--- config.mk ---
export PLATFORM = sky130hd
export DESIGN_NAME = fsab_master_port
export DESIGN_NICKNAME = d
export VERILOG_FILES = /design/src/rtl/fsab_master_port.sv
export SDC_FILE = /design/constraint.sdc
export NUM_CORES = 1
export LEC_CHECK = 0
export ABC_AREA = 0
export CAP_MARGIN = 25
export CORE_MARGIN = 5
export CORE_UTILIZATION = 35
export CTS_BUF_LIST = sky130_fd_sc_hd__clkbuf_8
export CTS_CLUSTER_DIAMETER = 30
export DETAILED_ROUTE_END_ITERATION = 8
export PLACE_DENSITY = 0.68
export SYNTH_ARGS = -nofsm -noshare
export SYNTH_HDL_FRONTEND = slang
export SYNTH_SLANG_ARGS = --single-unit
--- constraint.sdc ---
create_clock -name clk -period 3.6 [get_ports clk]
set_clock_uncertainty 0.1 [all_clocks]
set_input_delay 0.72 -clock clk [delete_from_list [all_inputs] [get_ports clk]]
set_output_delay 0.72 -clock clk [all_outputs]
set_load 0.05 [all_outputs]
--- src/rtl/fsab_master_port.sv ---
// FSAB single-client bus master: client req/wdat/rd ports to fsabo/fsabi.
// Tracks credits, write bursts and read-return framing via a length FIFO.
//
// Ports:
//   clk, rst_b                     clock, async active-low reset
//   req_valid/ready/write/addr/len client request handshake
//   wdat_valid/ready/data/mask     client write-data stream
//   rd_valid/data/last             read return to client
//   fsabo_*                        request beats to memory
//   fsabo_credit                   one-cycle credit return pulse
//   fsabi_valid/did/subdid/data    read return stream from memory
module fsab_master_port #(
  parameter int ADDR_W = 31,
  parameter int LEN_W = 4,
  parameter int DATA_W = 64,
  parameter int MASK_W = 8,
  parameter int DID_W = 4,
  parameter int SUBDID_W = 4,
  parameter int FSAB_INITIAL_CREDITS = 4,
  parameter int FSAB_LEN_MAX = 8,
  parameter logic [DID_W-1:0] MY_DID = '0,
  parameter logic [SUBDID_W-1:0] MY_SUBDID = '0
) (
  input  logic                clk,
  input  logic                rst_b,
  input  logic                req_valid,
  output logic                req_ready,
  input  logic                req_write,
  input  logic [ADDR_W-1:0]   req_addr,
  input  logic [LEN_W-1:0]    req_len,
  input  logic                wdat_valid,
  output logic                wdat_ready,
  input  logic [DATA_W-1:0]   wdat_data,
  input  logic [MASK_W-1:0]   wdat_mask,
  output logic                rd_valid,
  output logic [DATA_W-1:0]   rd_data,
  output logic                rd_last,
  output logic                fsabo_valid,
  output logic                fsabo_mode,
  output logic [DID_W-1:0]    fsabo_did,
  output logic [SUBDID_W-1:0] fsabo_subdid,
  output logic [ADDR_W-1:0]   fsabo_addr,
  output logic [LEN_W-1:0]    fsabo_len,
  output logic [DATA_W-1:0]   fsabo_data,
  output logic [MASK_W-1:0]   fsabo_mask,
  input  logic                fsabo_credit,
  input  logic                fsabi_valid,
  input  logic [DID_W-1:0]    fsabi_did,
  input  logic [SUBDID_W-1:0] fsabi_subdid,
  input  logic [DATA_W-1:0]   fsabi_data
);

  localparam int CW = $clog2(FSAB_INITIAL_CREDITS + 1);
  localparam int PW =
    (FSAB_INITIAL_CREDITS > 1) ? $clog2(FSAB_INITIAL_CREDITS) : 1;
  localparam logic [CW-1:0] CRED_MAX = CW'(FSAB_INITIAL_CREDITS);
  localparam logic [PW-1:0] PTR_MAX = PW'(FSAB_INITIAL_CREDITS - 1);
  localparam logic FSAB_READ = 1'b0;
  localparam logic FSAB_WRITE = 1'b1;
  localparam logic [0:0] IDLE = 1'b0;
  localparam logic [0:0] WBURST = 1'b1;

  logic [0:0]       state;
  logic [LEN_W-1:0] rem;
  logic [CW-1:0]    credits;
  logic [LEN_W-1:0] lenfifo [FSAB_INITIAL_CREDITS];
  logic [PW-1:0]    wptr;
  logic [PW-1:0]    rptr;
  logic [CW-1:0]    fcnt;
  logic [LEN_W-1:0] rd_cnt;

  logic full;
  logic empty;
  logic acc;
  logic push;
  logic pop;
  logic match;
  logic is_last;

  assign full = (fcnt == CRED_MAX);
  assign empty = (fcnt == '0);
  assign acc = req_valid && req_ready;
  assign push = acc && !req_write;
  assign match = fsabi_valid && (fsabi_did == MY_DID) &&
                 (fsabi_subdid == MY_SUBDID);
  assign is_last = ((rd_cnt + LEN_W'(1)) == lenfifo[rptr]);
  assign pop = match && !empty && is_last;

  // Ready outputs are forced low while reset is asserted.
  always_comb begin
    req_ready = 1'b0;
    wdat_ready = 1'b0;
    if (rst_b) begin
      unique case (state)
        IDLE: begin
          req_ready = (credits != '0) && !full &&
                      (!req_write || wdat_valid);
          wdat_ready = req_valid && req_ready && req_write;
        end
        default: wdat_ready = 1'b1;
      endcase
    end
  end

  always_ff @(posedge clk or negedge rst_b) begin
    if (!rst_b) begin
      state <= IDLE;
      rem <= '0;
      fsabo_valid <= 1'b0;
      fsabo_mode <= 1'b0;
      fsabo_did <= '0;
      fsabo_subdid <= '0;
      fsabo_addr <= '0;
      fsabo_len <= '0;
      fsabo_data <= '0;
      fsabo_mask <= '0;
    end else begin
      fsabo_valid <= 1'b0;
      unique case (state)
        IDLE: begin
          if (acc) begin
            fsabo_valid <= 1'b1;
            fsabo_mode <= req_write ? FSAB_WRITE : FSAB_READ;
            fsabo_did <= MY_DID;
            fsabo_subdid <= MY_SUBDID;
            fsabo_addr <= req_addr;
            fsabo_len <= req_len;
            fsabo_data <= req_write ? wdat_data : '0;
            fsabo_mask <= req_write ? wdat_mask : '0;
            if (req_write && req_len > LEN_W'(1)) begin
              state <= WBURST;
              rem <= req_len - LEN_W'(1);
            end
          end
        end
        default: begin
          // Header fields hold; only data/mask advance.
          if (wdat_valid) begin
            fsabo_valid <= 1'b1;
            fsabo_data <= wdat_data;
            fsabo_mask <= wdat_mask;
            rem <= rem - LEN_W'(1);
            if (rem == LEN_W'(1)) state <= IDLE;
          end
        end
      endcase
    end
  end

  always_ff @(posedge clk or negedge rst_b) begin
    if (!rst_b) begin
      credits <= CRED_MAX;
    end else if (acc && !fsabo_credit) begin
      credits <= credits - CW'(1);
    end else if (!acc && fsabo_credit && credits != CRED_MAX) begin
      credits <= credits + CW'(1);
    end
  end

  always_ff @(posedge clk or negedge rst_b) begin
    if (!rst_b) begin
      wptr <= '0;
      rptr <= '0;
      fcnt <= '0;
      for (int i = 0; i < FSAB_INITIAL_CREDITS; i++) lenfifo[i] <= '0;
    end else begin
      if (push) begin
        lenfifo[wptr] <= req_len;
        wptr <= (wptr == PTR_MAX) ? '0 : wptr + PW'(1);
      end
      if (pop) rptr <= (rptr == PTR_MAX) ? '0 : rptr + PW'(1);
      unique case ({push, pop})
        2'b10: fcnt <= fcnt + CW'(1);
        2'b01: fcnt <= fcnt - CW'(1);
        default: fcnt <= fcnt;
      endcase
    end
  end

  always_ff @(posedge clk or negedge rst_b) begin
    if (!rst_b) begin
      rd_valid <= 1'b0;
      rd_data <= '0;
      rd_last <= 1'b0;
      rd_cnt <= '0;
    end else begin
      rd_valid <= 1'b0;
      rd_last <= 1'b0;
      if (match && !empty) begin
        rd_valid <= 1'b1;
        rd_data <= fsabi_data;
        rd_last <= is_last;
        rd_cnt <= is_last ? '0 : rd_cnt + LEN_W'(1);
      end
    end
  end

`ifndef SYNTHESIS
  always @(posedge clk) begin
    if (rst_b) begin
      if (fsabo_credit && !acc && credits == CRED_MAX)
        $error("fsab_master_port: credit return at full count");
      if (acc && (req_len == '0 || req_len > LEN_W'(FSAB_LEN_MAX)))
        $error("fsab_master_port: illegal req_len %0d", req_len);
      if (match && empty)
        $error("fsab_master_port: read return with no outstanding read");
    end
  end
`endif

endmodule

==> impl_metrics.json, run 1 <==
{
  "nNetsFinal": 1313,
  "switchingPower_mw": 5.23,
  "slew_headroom_pct": 48.5,
  "preCtsSetupSlack_ns": 0.306,
  "synth_cell_types": 53,
  "swShare_pct": 43.1,
  "final-setup-viol-count": 0,
  "drtIter0Drc": 315,
  "rsz0062_at_grt": "false",
  "async_flop_share_pct": 100,
  "combPwrFrac_pct": 47.1,
  "crit_type": "register to register",
  "synth_top_area_cell": "dfrtp_1",
  "drive_gt1_share_pct": 14.3,
  "grt_use_total_pct": 17.1,
  "tns_ns": 0,
  "cts.sinks": 210,
  "htreeDepth": 2,
  "post_cts_buffers": 0,
  "ant_nets": 0,
  "drtPass1Iterations": 4,
  "pwr-share-clk_pct": 22.7,
  "wirelength_mm": 24.8,
  "yosysWarnings": 0,
  "die_w_um": 168,
  "leakage_nw": 6.33,
  "diodes": 0,
  "grt_pass1_wl_mm": 39.1,
  "period_share_pct": 87.5,
  "startpoint_type": "register",
  "numCtsBuffers": 49,
  "cp.arrival_ns": 3.50,
  "start_util_pct": 35.8,
  "worstHoldStart": "fsabo_data[23]",
  "wire_per_inst_um": 16.8,
  "synth_edf_count": 0,
  "drc": 0,
  "r2r_start": "rptr[0]",
  "synthCells": 729,
  "cts_root_buf": "clkbuf_8",
  "outcome": "completed",
  "drv_cap": 0,
  "synth_top_area_share_pct": 59.8,
  "netlist_area_sq_mm": 0.00875,
  "cp-end-kind": "register",
  "synth_ff_type": "dfrtp_1",
  "area.growth.synth_to_final_pct": 57.3,
  "core-area_sq_mm": 0.0245,
  "yosysMostFrequentCell": "dfrtp_1",
  "ys_ff_latch": 210,
  "hold_path_class": "register to register",
  "clock_path_buffers": 3,
  "cts_tree": "done",
  "cts_resized": 0,
  "startpoint": "rptr[0]",
  "seq_area_frac_synth_pct": 60.1,
  "period_needed_ns": 3.15,
  "syn_area_per_cell_sq_um": 12.0,
  "drv_slew": 0,
  "port_buffers": 362,
  "grt_overflow": 0,
  "hold_violations": 0,
  "required_ns": 3.95,
  "antenna_found_initial": 0,
  "die_h_um": 168,
  "p_per_area_mw_per_mm2": 881,
  "rows": 57,
  "viasPerCell": 4.54,
  "tightest_slew_ns": 0.773,
  "clk_latency_ns": 0.53,
  "grt_pass1_vias": 7100,
  "globalplace.congestion": 0.787,
  "hpwl_mm": 18.2,
  "fin_ws_ns": 0.448,
  "ios": 371,
  "netlist_top_cells_count": "209 x dfrtp_1, 154 x nand2_1, 72 x o21ai_1",
  "internal_power_mw": 6.90,
  "cp_max_fo": 7,
  "grt_max_degree": 122,
  "peakVddDrop_v": 0.000658,
  "vias": 6684,
  "ys_top_cells_by_area": "dfrtp_1 60%, mux2_2 8.4%, mux2_1 6.7%",
  "seq_power_share_pct": 30.2,
  "fmax_mhz": 317,
  "fp.dieArea_sq_mm": 0.0283,
  "clk_pin_slew_ns": 0.06
}
-- final cells by class --
type	count	area, sq um
flip-flops and latches	210	5260
clock inverters	27	200
repair buffers	375	3780
clock buffers	59	812
fillers	2089	10700
inverters	19	71.3
multi-input cells	459	3230
well taps	324	405
-- per-stage QoR --
stage / instance area (sq um) / hold slack, ns / total power, mW / util (%) / instances
2_1_floorplan: 8770 / 0.324 / 7.33 / - / 736
3_3_place_gp: 12700 / 0.365 / 9.39 / 52.1 / 1386
3_5_place_dp: 12700 / 0.374 / 9.46 / 52.1 / 1386
4_1_cts: 13800 / 0.385 / 12.3 / 56.3 / 1473
5_1_grt: 13800 / 0.395 / 12.8 / 56.3 / 1473
6_report: 13800 / 0.379 / 12.1 / 56.3 / 1473
-- worst paths after layout --
path	end	depth (start not counted)	slack [ns]
worst max-delay path	fcnt[2]	11	0.45
worst min-delay path	fsabo_data[23]	2	0.38
worst max register to register	fcnt[2]	11	0.45
worst min register to register	fsabo_data[23]	2	0.38
max in group asynchronous	rd_data[58]	3	1.81
min in group asynchronous	wptr[1]	2	0.57
-- flip-flops by register name (all words and copies together), names as in the netlist, 2 cells and up --
name	flops
fcnt	3
credits	3
rd_cnt	4
lenfifo	16
wptr	2
rptr	2
fsabo_len	4
fsabo_data	64
fsabo_addr	31
rem	4
fsabo_mask	8
rd_data	64
-- cells by family after synthesis --
group / Yosys count / share of synthesized area [%]
DFF: 210 / 60.1
buffers and inverters: 67 / 3.38
and+or+nand+nor: 197 / 9.63
AOI/OAI and AO/OA: 107 / 6.65
adders and majority gates: 13 / 2.03
muxes: 123 / 16.5
other: 1 / 0.0429
xor gates and xnor gates: 11 / 1.64
-- repair_timing --
item                                   4_1_cts  5_1_grt
hold buffers                                 1        0
setup endpoints to repair                    0        0
endpoints found under the hold margin       34        0
-- layout by cell type, fill, tap and decap left out, types with 9 or more instances in the layout --
| cell | instances |
|---|---|
| mux2_2 | 65 |
| clkbuf_8 | 60 |
| mux2_1 | 52 |
| ha_1 | 11 |
| clkinv_2 | 9 |
| clkdlybuf4s50_1 | 359 |
| nand2_1 | 154 |
| dfrtp_1 | 209 |
| nand3_1 | 9 |
| o21ai_0 | 13 |
| o21ai_1 | 72 |
| inv_1 | 31 |
| buf_4 | 9 |
-- worst max-delay path, stage by stage, from the launching register on --
cell and delay, ns:
dfrtp_1 0.49, mux4_1 0.64, xnor2_2 0.21, nand4_2 0.19, or2_4 0.29, inv_1 0.08
ha_1 0.18, inv_1 0.06, fa_1 0.38, xor2_1 0.15, nor2_1 0.11, xor2_1 0.17
-- power by group through the flow --
| stage | clock (mW) | sequential, mW | combinational (mW) |
|---|---|---|---|
| after floorplan | 0 | 5.96 | 1.37 |
| after global placement | 0 | 3.66 | 5.72 |
| after detailed placement | 0 | 3.70 | 5.76 |
| after CTS | 2.86 | 3.67 | 5.79 |
| after global routing | 2.99 | 3.79 | 6.06 |
| final | 2.75 | 3.67 | 5.71 |
-- per-layer routing --
layer | share of wire [%] | global-route usage (%)
met1 | 39 | 19.5
met2 | 46 | 27.8
met3 | 13 | 9.47
met4 | 1.8 | 4.80
met5 | 0 | 0
(Power assumes the default switching activity.)
==> run 2, diff against run 1 <==
--- a/config.mk
+++ b/config.mk
@@ -6,6 +6,7 @@
 export NUM_CORES = 1
 export LEC_CHECK = 0
 export ABC_AREA = 0
+export ABC_CLOCK_PERIOD_IN_PS = 3600
 export CAP_MARGIN = 25
 export CORE_MARGIN = 5
 export CORE_UTILIZATION = 35
==> results of run 2 <==
The final DEF is identical to that of run 1; final timing and power are the same.
==> run 3, diff against run 2 <==
--- a/config.mk
+++ b/config.mk
@@ -7,13 +7,15 @@
 export LEC_CHECK = 0
 export ABC_AREA = 0
 export ABC_CLOCK_PERIOD_IN_PS = 3600
-export CAP_MARGIN = 25
+export CELL_PAD_IN_SITES_DETAIL_PLACEMENT = 1
+export CELL_PAD_IN_SITES_GLOBAL_PLACEMENT = 1
 export CORE_MARGIN = 5
-export CORE_UTILIZATION = 35
+export CORE_UTILIZATION = 33
 export CTS_BUF_LIST = sky130_fd_sc_hd__clkbuf_8
 export CTS_CLUSTER_DIAMETER = 30
 export DETAILED_ROUTE_END_ITERATION = 8
-export PLACE_DENSITY = 0.68
+export PLACE_DENSITY = 0.82
+export SLEW_MARGIN = 15
 export SYNTH_ARGS = -nofsm -noshare
 export SYNTH_HDL_FRONTEND = slang
 export SYNTH_SLANG_ARGS = --single-unit
==> run 3 against run 2 <==
Effect of this change: register-to-register slack barely moved; sequential power barely moved; routed wire length rose by 15%; flip-flop and latch count did not move; first-iteration DRC count fell by 15%; non-clock buffer count did not move; critical path depth did not move; clock-buffer cell count fell by 1; sequential share of layout area fell by 0.53 points; largest power group unchanged.
==> impl_metrics.json, run 3 (synthesized netlist as in run 1, its figures left out) <==
{
  "internal_power_mw": 7.04,
  "fin_ws_ns": 0.434,
  "final-setup-viol-count": 0,
  "cts.sinks": 210,
  "crit_type": "register to register",
  "final_cell_mix": "359 x clkdlybuf4s50_1, 209 x dfrtp_1, 154 x nand2_1, 72 x o21ai_1, 65 x mux2_2",
  "switchingPower_mw": 5.56,
  "hold_path_class": "register to register",
  "timing.hold.ws_ns": 0.377,
  "clk_latency_ns": 0.57,
  "period_share_pct": 87.9,
  "cp_max_fo": 7,
  "slew_headroom_pct": 40.6,
  "vias": 7008,
  "fmax_mhz": 316,
  "clock_path_buffers": 3,
  "reg.largest.list": "fsabo_data: 64 flops, rd_data: 64 flops, fsabo_addr: 31 flops",
  "port_buffers": 362,
  "ff2ff_path_depth": 11,
  "globalplace.congestion": 0.742,
  "fin_area_sq_mm": 0.0140,
  "hpwl_mm": 20.7,
  "fp.dieArea_sq_mm": 0.0299,
  "die_h_um": 173,
  "combPwrFrac_pct": 45.8,
  "drtIter0Drc": 269,
  "seq_power_share_pct": 29.3,
  "peakVddDrop_v": 0.000550,
  "grt_pass1_wl_mm": 45.4,
  "viasPerCell": 4.67,
  "drive_gt1_share_pct": 16.3,
  "nNetsFinal": 1318,
  "swShare_pct": 44.1,
  "antenna_found_initial": 1,
  "post_cts_buffers": 0,
  "startpoint_type": "register",
  "placed_area_sq_mm": 0.0128,
  "cp.arrival_ns": 3.56,
  "leakage_nw": 6.35,
  "grt_max_degree": 83,
  "numCtsBuffers": 54,
  "cts_root_buf": "clkbuf_8",
  "ant_nets": 0,
  "hold_violations": 0,
  "clk_pin_slew_ns": 0.05,
  "drtPass1Iterations": 4,
  "layout_commonest_cell": "clkdlybuf4s50_1",
  "core-area_sq_mm": 0.0261,
  "wire_per_inst_um": 19.0,
  "cp-end-kind": "register",
  "ios": 371,
  "required_ns": 4.00,
  "grt_pass1_vias": 7940,
  "min_path_cells": 2,
  "cts_tree": "done",
  "preCtsSetupSlack_ns": 0.233,
  "period_needed_ns": 3.17,
  "wirelength_mm": 28.5,
  "drc": 0,
  "totalPowerFinal_mw": 12.6,
  "area.growth.synth_to_final_pct": 59.5,
  "htreeDepth": 2,
  "outcome": "completed",
  "die_w_um": 173,
  "pwr-share-clk_pct": 24.8,
  "drv_cap": 0,
  "p_per_area_mw_per_mm2": 903,
  "drv_slew": 0,
  "n_fill_cell": 2764,
  "tightest_slew_ns": 0.891,
  "grt_overflow": 0,
  "start_util_pct": 33.6,
  "rows": 59,
  "tns_ns": 0,
  "rsz0062_at_grt": "false",
  "grt_use_total_pct": 18.7
}
==> run 3: changes by cell type in the layout (fill, tap and decap cells not counted), sizes merged <==
cell,before,now
bufinv,3,4
clkbuf,60,59
clkinv,9,25
clkinvlp,1,11
diode,0,1
inv,33,23
==> run 3: final timing paths <==
check	start	to	slack (ns)
max in group asynchronous	rst_b	fsabo_data[48]	1.76
worst max-delay path	rptr[0]	fcnt[2]	0.43
worst min register to register	fsabo_data[21]	fsabo_data[21]	0.38
worst min-delay path	fsabo_data[21]	fsabo_data[21]	0.38
worst max register to register	rptr[0]	fcnt[2]	0.43
min in group asynchronous	rst_b	fsabo_len[3]	0.49
==> run 3: layout make-up <==
| cell class | count | area [sq um] | share of cell area [%] |
|---|---|---|---|
| Sequential cell | 210 | 5260 | 37.7 |
| Tap cell | 335 | 419 | 3.00 |
| Timing Repair Buffer | 375 | 3800 | 27.2 |
| Clock inverter | 44 | 378 | 2.71 |
| Clock buffer | 58 | 798 | 5.72 |
| Multi-Input combinational cell | 459 | 3230 | 23.2 |
| Inverter | 19 | 71.3 | 0.511 |
| Antenna cell | 1 | 2.50 | 0.0179 |
==> run 3: power by group through the flow <==
stage	clock network [mW]	logic, mW	registers, mW
floorplan	0	1.37	5.96
global placement	0	5.70	3.67
detailed placement	0	5.81	3.73
CTS	3.23	5.85	3.71
global route	3.35	6.10	3.81
finish	3.13	5.77	3.69
==> run 3: critical path, cell delays in order (launching register included) <==
cell and delay, ns:
dfrtp_1 0.51, mux4_1 0.62, xnor3_1 0.27, nand4_2 0.19
or2_4 0.30, inv_1 0.07, ha_1 0.17, inv_1 0.06
fa_1 0.38, xor2_1 0.15, nor2_1 0.12, xor2_1 0.15
==> run 3: repair_timing <==
action,4_1_cts,5_1_grt
hold buffers,1,0
resized for setup,0,0
hold endpoints to repair,14,0
setup endpoints to repair,0,0
==> run 3: stage by stage <==
| step | util (%) | instances |
|---|---|---|
| floorplan | - | 736 |
| global placement | 49.0 | 1397 |
| detailed placement | 49.0 | 1397 |
| CTS | 53.5 | 1500 |
| global route | 53.5 | 1501 |
| finish | 53.5 | 1501 |
==> run 3: layer usage <==
metal  GRT usage, %  up-vias  share of wire, %
li1               -     3250                 -
met1           20.1     3402                37
met2           33.1      306                51
met3           8.45       50                10
met4           5.40        0               2.1
met5              0        -                 0
